===== src/rtl/if_fetch_pkg.sv =====
// if_fetch_pkg: shared constants and types for the instruction-fetch stage
package if_fetch_pkg;
  localparam logic RstEnable = 1'b1;
  localparam logic Ready = 1'b1;
  localparam logic Stop = 1'b1;
  localparam logic NoStop = 1'b0;
  localparam int InstrAddrBus = 32;
  localparam int InstrBus = 32;
  typedef enum logic {IDLE, BUSY} fetch_state_e;
endpackage


===== src/rtl/if_fetch_if.sv =====
// if_fetch_if: req/ack fetch bus between the fetch stage and the memory controller
interface if_fetch_if import if_fetch_pkg::*; #(
  parameter int ADDR_W = InstrAddrBus
);
  logic mem_req;
  logic [ADDR_W-1:0] mem_addr;
  logic mem_ack;
  logic [InstrBus-1:0] mem_data;
  modport master (output mem_req, mem_addr, input mem_ack, mem_data);
  modport slave (input mem_req, mem_addr, output mem_ack, mem_data);
endinterface


===== src/rtl/if_icache.sv =====
// if_icache: direct-mapped one-word-per-line instruction cache, comb read, sync write
module if_icache import if_fetch_pkg::*; #(
  parameter int IDX_W = 6,
  parameter int ADDR_W = InstrAddrBus
) (
  input  logic                clk,
  input  logic                rst,
  input  logic                rdy,
  input  logic [ADDR_W-1:0]   rd_addr,
  output logic                hit,
  output logic [InstrBus-1:0] rd_data,
  input  logic                wr_en,
  input  logic [ADDR_W-1:0]   wr_addr,
  input  logic [InstrBus-1:0] wr_data
);
  localparam int LINES = 1 << IDX_W;
  localparam int TAG_W = ADDR_W - IDX_W - 2;
  logic [LINES-1:0] valid_q;
  logic [TAG_W-1:0] tag_q [LINES];
  logic [InstrBus-1:0] data_q [LINES];
  logic [IDX_W-1:0] rd_idx, wr_idx;
  logic unused_ok;
  assign rd_idx = rd_addr[IDX_W+1:2];
  assign wr_idx = wr_addr[IDX_W+1:2];
  assign hit = valid_q[rd_idx] && tag_q[rd_idx] == rd_addr[ADDR_W-1:IDX_W+2];
  assign rd_data = data_q[rd_idx];
  assign unused_ok = ^{rd_addr[1:0], wr_addr[1:0]};
  // valid bits are the only state cleared by reset; lines never get invalidated otherwise
  always_ff @(posedge clk) begin
    if (rst == RstEnable) valid_q <= '0;
    else if (rdy == Ready && wr_en) valid_q[wr_idx] <= 1'b1;
  end
  // tag and data need no reset since valid gates them
  always_ff @(posedge clk) begin
    if (rst != RstEnable && rdy == Ready && wr_en) begin
      tag_q[wr_idx] <= wr_addr[ADDR_W-1:IDX_W+2];
      data_q[wr_idx] <= wr_data;
    end
  end
endmodule


===== src/rtl/if_fetch.sv =====
// if_fetch: PC register, icache lookup and single-outstanding miss fetch FSM
module if_fetch import if_fetch_pkg::*; #(
  parameter int ADDR_W = InstrAddrBus,
  parameter logic [ADDR_W-1:0] PC_RESET = '0,
  parameter int IDX_W = 6
) (
  input  logic                clk,
  input  logic                rst,
  input  logic                rdy,
  input  logic [5:0]          stall,
  input  logic                branch_en,
  input  logic [ADDR_W-1:0]   branch_target,
  if_fetch_if.master          mem,
  output logic [ADDR_W-1:0]   if_pc,
  output logic [InstrBus-1:0] if_instr,
  output logic                stallreq_if
);
  fetch_state_e state_q, state_d;
  logic [ADDR_W-1:0] pc_q, pc_d, fetch_addr_q, fetch_addr_d;
  logic mem_req_q, mem_req_d, hit, fill, issue, unused_ok;
  logic [InstrBus-1:0] rd_data;
  if_icache #(.IDX_W(IDX_W), .ADDR_W(ADDR_W)) u_icache (
    .clk(clk), .rst(rst), .rdy(rdy), .rd_addr(pc_q), .hit(hit), .rd_data(rd_data),
    .wr_en(fill), .wr_addr(fetch_addr_q), .wr_data(mem.mem_data)
  );
  assign fill = state_q == BUSY && mem.mem_ack;
  assign issue = state_q == IDLE && !hit && !branch_en;
  assign mem.mem_req = mem_req_q;
  assign mem.mem_addr = fetch_addr_q;
  assign if_pc = pc_q;
  assign if_instr = hit ? rd_data : '0;
  assign stallreq_if = !hit;
  assign unused_ok = ^{stall[5:1], branch_target[1:0]};
  // next PC: a branch beats stall and miss; otherwise advance only on an unstalled hit
  always_comb begin
    pc_d = branch_en ? {branch_target[ADDR_W-1:2], 2'b00} :
           (stall[0] == NoStop && hit) ? pc_q + ADDR_W'(4) : pc_q;
  end
  // fetch FSM: a fill completes even after a redirect, so the line still lands in the cache
  always_comb begin
    state_d = issue ? BUSY : fill ? IDLE : state_q;
    mem_req_d = issue || (state_q == BUSY && !mem.mem_ack);
    fetch_addr_d = issue ? pc_q : fetch_addr_q;
  end
  // state registers, frozen while not ready
  always_ff @(posedge clk) begin
    if (rst == RstEnable) begin
      pc_q <= PC_RESET;
      state_q <= IDLE;
      mem_req_q <= 1'b0;
      fetch_addr_q <= '0;
    end else if (rdy == Ready) begin
      pc_q <= pc_d;
      state_q <= state_d;
      mem_req_q <= mem_req_d;
      fetch_addr_q <= fetch_addr_d;
    end
  end
endmodule


===== src/flat_wrapper.sv =====
// flat-port wrapper written by rule: the top's interface ports become plain ports
module if_fetch_flat import if_fetch_pkg::*;
#(
  parameter int ADDR_W = InstrAddrBus,
  parameter logic [ADDR_W-1:0] PC_RESET = '0,
  parameter int IDX_W = 6
)
  (clk, rst, rdy, stall, branch_en, branch_target, if_pc, if_instr, stallreq_if, mem_mem_req, mem_mem_addr, mem_mem_ack, mem_mem_data);
  if_fetch_if #(.ADDR_W(ADDR_W)) mem_i ();
  input  logic clk;
  input  logic rst;
  input  logic rdy;
  input  logic [5:0] stall;
  input  logic branch_en;
  input  logic [ADDR_W-1:0] branch_target;
  output logic [ADDR_W-1:0] if_pc;
  output logic [InstrBus-1:0] if_instr;
  output logic stallreq_if;
  output wire logic [$bits(mem_i.mem_req)-1:0] mem_mem_req;
  output wire logic [$bits(mem_i.mem_addr)-1:0] mem_mem_addr;
  input wire logic [$bits(mem_i.mem_ack)-1:0] mem_mem_ack;
  input wire logic [$bits(mem_i.mem_data)-1:0] mem_mem_data;
  assign mem_mem_req = mem_i.mem_req;
  assign mem_mem_addr = mem_i.mem_addr;
  assign mem_i.mem_ack = mem_mem_ack;
  assign mem_i.mem_data = mem_mem_data;
  if_fetch #(.ADDR_W(ADDR_W), .PC_RESET(PC_RESET), .IDX_W(IDX_W)) u_core (.clk(clk), .rst(rst), .rdy(rdy), .stall(stall), .branch_en(branch_en), .branch_target(branch_target), .mem(mem_i), .if_pc(if_pc), .if_instr(if_instr), .stallreq_if(stallreq_if));
endmodule

===== config.mk =====
export PLATFORM = sky130hd
export DESIGN_NAME = if_fetch_flat
export DESIGN_NICKNAME = d
export VERILOG_FILES = /design/src/rtl/if_fetch_pkg.sv /design/src/rtl/if_fetch_if.sv /design/src/rtl/if_icache.sv /design/src/rtl/if_fetch.sv /design/src/flat_wrapper.sv
export SDC_FILE = /design/constraint.sdc
export NUM_CORES = 2
export LEC_CHECK = 0
export BUFFER_PORTS_ARGS = -buffer_cell sky130_fd_sc_hd__buf_4
export CAP_MARGIN = 20
export CORE_MARGIN = 5
export CORE_UTILIZATION = 45
export CTS_CLUSTER_DIAMETER = 80
export DETAILED_ROUTE_END_ITERATION = 6
export PLACE_DENSITY = 0.67
export SLEW_MARGIN = 20
export SYNTH_ARGS = -nofsm -noshare
export SYNTH_HDL_FRONTEND = slang
export SYNTH_SLANG_ARGS = --single-unit

===== constraint.sdc =====
create_clock -name clk -period 8 [get_ports clk]
set_clock_uncertainty 0.1 [all_clocks]
set_input_delay 1.6 -clock clk [delete_from_list [all_inputs] [get_ports clk]]
set_output_delay 1.6 -clock clk [all_outputs]
set_load 0.01 [all_outputs]

## After elaboration in Yosys (flattened, before gate mapping)

Memory sizes are Yosys's and may differ from the RTL's. A register that Yosys moved wholly into a read port is not among the register bits.
Index checks and enable logic that the tools add are counted.

| storage, ports and cells | value |
|---|---|
| memories kept | 2 |
| logic and storage cells | 50 |
| flip-flop bits (word level) | 130 |
| output and inout port bits | 98 |
| latch bits | 0 |
| RAM bits | 3584 |
| memory bits (read-only) | 0 |

Memory list:

| memory | words | bits a word | read ports | clocked after memory_dff | write ports | RTL line | text |
|---|---|---|---|---|---|---|---|
| u_core.u_icache.data_q | 64 | 32 | 1 | 1 | 1 | if_icache.sv:20 | `logic [InstrBus-1:0] data_q [LINES];` |
| u_core.u_icache.tag_q | 64 | 24 | 1 | 1 | 1 | if_icache.sv:19 | `logic [TAG_W-1:0] tag_q [LINES];` |

| cells by class | value |
|---|---|
| div/mod/pow operators | 0 |
| add/subtract/negate cells | 1 |
| multiplexer cells | 15 |
| equal/unequal tests | 1 |
| reductions and logical operators | 19 |
| bitwise gates (word level) | 4 |
| magnitude comparators | 3 |
| shift operators | 0 |
| $mul | 0 |

Operators with widths:

| operator | number |
|---|---|
| $mux 32 | 3 |
| $or 64x64->64 | 1 |
| $add 32x3->32 const B | 1 |
| $eq 24x24->1 | 1 |
| $mux 6 | 4 |
| $lt 6x7->1 const B | 2 |
| $logic_and 1x1->1 | 10 |
| $bmux 1 s6 | 1 |
| $demux 1 s6 | 1 |
| $ge 6x1->1 const B | 1 |
| $mux 1 | 6 |
| $reduce_and 2->1 | 3 |
| $reduce_bool 2->1 | 2 |
| $logic_not 1->1 | 3 |
| $not 1->1 | 3 |
| $logic_or 1x1->1 | 1 |

## Depth between registers and ports, before layout

| logic depth | value |
|---|---|
| depth after elaboration | 8 |
| gate-level depth with buffers | 19 |
| gate-level depth less buffers | 12 |

## By module

A second synthesis with hierarchy kept.

| second synthesis, totals | value |
|---|---|
| cell total of the unflattened synthesis | 6349 |
| area total of the unflattened synthesis | 142813.2 um^2 |

By module, submodules not included:

| module | seq. area each (um^2) | area an instance (um^2) | cells an instance | instances |
|---|---|---|---|---|
| if_icache | 108904.4 | 139408.7 | 5886 | 1 |
| if_fetch | 1241.2 | 3404.5 | 463 | 1 |

## Worst setup path before layout

Ideal clock, no wire load.

| path | value |
|---|---|
| path type | input port to flip-flop |
| start | input rst |
| end | memory u_core.u_icache.data_q[55][0] (enable) |
| data arrival time | 6.283 ns |
| data required time | 7.359 ns |
| buffers on the path | 1 |
| slack | 1.076 ns |
| stages on the path | 6 |
| path through | inv_2 > nand2_1 > clkbuf_1 > nor2_1 > nand4_1 > nor3_1 |

| on the way | value |
|---|---|
| word-level cells in the longest chain between the ends | 5 |

RTL lines:

| item | RTL line | text |
|---|---|---|
| from (decl) | flat_wrapper.sv:11 | `input logic rst;` |
| $not 1->1 | if_icache.sv:35 | `if (rst != RstEnable && rdy == Ready && wr_en) begin` |
| $logic_and 1x1->1 (2 in series) | if_icache.sv:35 |  |
| $mux 1 | if_icache.sv:35 |  |
| $mux 1 (implied by the code) | if_icache.sv:37 | `data_q[wr_idx] <= wr_data;` |
| to (decl) | if_icache.sv:20 |  |

No other way between the ends.

==> summary.md <==
| Metric | Value |
|---|---|
| Status | finished, final reports clean |
| Crit path largest cell delay | 810 ps |
| Kind of critical path | reg2out |
| GR peak layer | met2 |
| FILL cells | 24,388 |
| Total CTS buffers | 361 |
| Max VDD drop | 0.000207 V |
| Design area | 163,000 sq um |
| Slew headroom | 24.4% |
| H-tree depth | 5 |
| Layout area overhead | 13.6% |
| Std-Cell Rows | 207 |
| Setup violations, final | 0 |
| Sequential area share after synthesis | 76.9% |
| GR Util met3 | 5.17% |
| Number of flops mapped to enable cells by yosys | 3,584 |
| Met2 usage | 35.6% |
| PortBufs | 161 |
| Clock Tree Buf Depth | 4 |
| Post-synthesis register bit count | 3,716 |
| Io pins | 173 |
| CP Launch Type | flip-flop |
| GRT overflow | 0 |
| Initial DRC Count | 11,407 |
| Post-Place Setup Slack | 1110 ps |
| CTS tree | built |
| PostCTS Resize Cnt | 0 |
| Setup TNS | 0 ps |
| CP max FO | 25 |
| Crit share post-route | 97.6% |
| Vias in the first global route | 71,209 |
| DRC Markers | 0 |
| CP endpoint kind | output pin |
| Synthesis warning total | 0 |
| Synth unique cells | 92 |
| Initial core utilization | 45.2% |
| Die W | 574 microns |
| Placed instance count | 10,711 |
| Nets | 6,972 |
| Routed via count | 73,200 |
| Top post-synthesis cells by count | edfxtp_1, mux4_2, mux2i_1 |
| Hold path cells | 1 |
| Total Wirelength | 396 mm |
| RSZ-0062 raised after global routing | no |
| Worst Slack Setup Final | 192 ps |
| Post-layout min period | 7810 ps |
| Max-Cap Viols | 0 |
| DP Area | 151,000 sq um |
| Top cells by area, synth | edfxtp_1, mux4_2, mux2i_1 |
| Clock Root Buffer | clkbuf_16 |
| Final HPWL DP | 209 mm |
| Share of cells above drive strength 1 | 28.1% |
| Avg Cell Area, Syn | 22.1 sq um |
| Clk_lat worst skew | 880 ps |
| CP most frequent cell | buf_4 |
| Critical path required time | 6300 ps |
| GPL Wtd Cong | 0.833 |
| TritonRoute pass-1 iters | 6 |
| Antenna violations before repair | 21 |
| First-pass GRT wire length | 550 mm |
| Worst-case reg-to-reg path depth | 14 |
| Synthesized cell area | 143,000 sq um |
| Reg clk slew, reported paths | 60 ps |
| Vias per cell | 6.44 |
| Slew Limit Fails | 0 |
| Largest area contributor in the netlist | edfxtp_1 |
| Asr flop ratio synth | 0% |
| Max Clk Rate | 0.128 GHz |
| Min-delay worst type | reg2reg |
| Met1 usage | 34.4% |
| Count leader, synth | edfxtp_1 |
| Least-Margin Pin Slew | 1130 ps |
| Slowest cell on crit path | dfxtp_4 |
| Total Die Area | 330,000 sq um |
| Pleak | 0.0516 uW |
| Largest net degree at the start of global routing | 83 |
| Post-synth top area share | 75.1% |
| Final Non-Filler Cells | 11,363 |
| Die Height | 574 microns |
| Mean routed wirelength per cell | 34.8 microns |
| Power per Cell Area | 241 nW/um^2 |
| Arrival @ worst endpoint | 6110 ps |
| Hold Vio Cnt, Final | 0 |
| Hold slack | 347 ps |
| Clk sinks | 3,716 |
| Cells after synthesis | 6,476 |
| Core box area | 318,000 sq um |
| Top_reg_cell synth | edfxtp_1 |
| Worst Min Path Start | u_core.u_icache.valid_q[62] |
| Total GRT Usage | 23.4% |
| Post-route ant nets | 0 |
| Cells along the critical path | buf_12 > mux4_2 > a22oi_1 > nand2_1 > a32oi_1 > mux2i_1 > or3b_1 > nor4_2 > nand3_4 > buf_4 > nor2b_1 > buf_4 |
-- kinds of logic after synthesis --
family / after synthesis / share of synthesized area [%]
flip-flops: 3716 / 76.9
multiplexers: 1289 / 17.1
other: 1 / 0.00262
AO/OA/AOI/OAI: 479 / 2.44
XOR/XNOR: 13 / 0.0794
adder cells (fa/ha/maj): 1 / 0.00873
buffers and inverters: 391 / 1.42
AND/OR/NAND/NOR: 586 / 2.07
-- final cells by class --
cell class	instances	area [sq um]	share of cell area, %
Clock buffer	450	9640	5.92
Inverter	14	57.6	0.0353
Tap cell	4180	5230	3.21
Sequential cell	3716	110000	67.8
Clock inverter	194	1770	1.08
Timing Repair Buffer	431	4170	2.56
Antenna cell	6	15.0	0.00922
Multi-Input combinational cell	2372	31600	19.4
-- routing by layer --
metal | wire length [microns] | vias up | share of wire, %
met1 | 154000 | 39220 | 39
met5 | 10 | - | 0.0025
li1 | - | 28319 | -
met4 | 13000 | 2 | 3.3
met2 | 182000 | 4924 | 46
met3 | 47200 | 735 | 12
-- layout by cell type (no fill, tap or decap), drive strengths merged, types with 19 or more instances in the layout --
| cell | instances |
|---|---|
| bufinv | 29 |
| mux2 | 27 |
| nor3 | 26 |
| a211oi | 31 |
| edfxtp | 3584 |
| clkbuf | 450 |
| a21oi | 59 |
| or3 | 19 |
| nand4 | 27 |
| o21ai | 32 |
| a21o | 67 |
| o22ai | 23 |
| dfxtp | 132 |
| buf | 431 |
| a221oi | 25 |
| mux4 | 921 |
| nand2 | 132 |
| a22oi | 137 |
| nor2b | 46 |
| mux2i | 341 |
| clkinv | 145 |
| inv | 24 |
| nor2 | 155 |
| nand3 | 79 |
| o31ai | 19 |
-- repair_timing --
item	4_1_cts	5_1_grt
setup endpoints to repair	0	19
hold buffers	0	0
buffers inserted	0	2
-- registers in the layout, summed over array words and instances, names as in the netlist, named ones only --
signal                   count
u_core.u_icache.data_q    2048
u_core.u_icache.tag_q     1536
u_core.u_icache.valid_q     64
u_core.if_pc                30
u_core.mem.mem_addr         30
u_core.mem.mem_req           1
u_core.state_q               1
-- final timing paths --
kind                                  to  slack, ps
max                          if_instr[2]        190
min          u_core.u_icache.valid_q[62]        350
max reg2reg                    flip-flop       2210
min reg2reg  u_core.u_icache.valid_q[62]        350
-- where the power goes --
group	switching, uW	leakage [uW]	internal, uW
Combinational	840	0.0109	600
Clock	7110	0.00558	9480
Sequential	67.4	0.0351	21200
Total	8010	0.0516	31300
-- critical path: cells and delay by family (launching register included) --
kind,cells,cell delay [ps]
AND/OR/NAND/NOR,5,1610
AO/OA/AOI/OAI,2,920
buffers and inverters,3,900
multiplexers,2,880
flip-flops,1,810
-- through the flow --
| stage | utilization [%] | power [uW] |
|---|---|---|
| 2_1_floorplan | - | 22600 |
| 3_3_place_gp | 47.6 | 23100 |
| 3_5_place_dp | 47.7 | 23100 |
| 4_1_cts | 51.3 | 39500 |
| 5_1_grt | 51.3 | 40400 |
| 6_report | 51.3 | 39300 |
No activity file was read; power rests on OpenSTA's default activity.
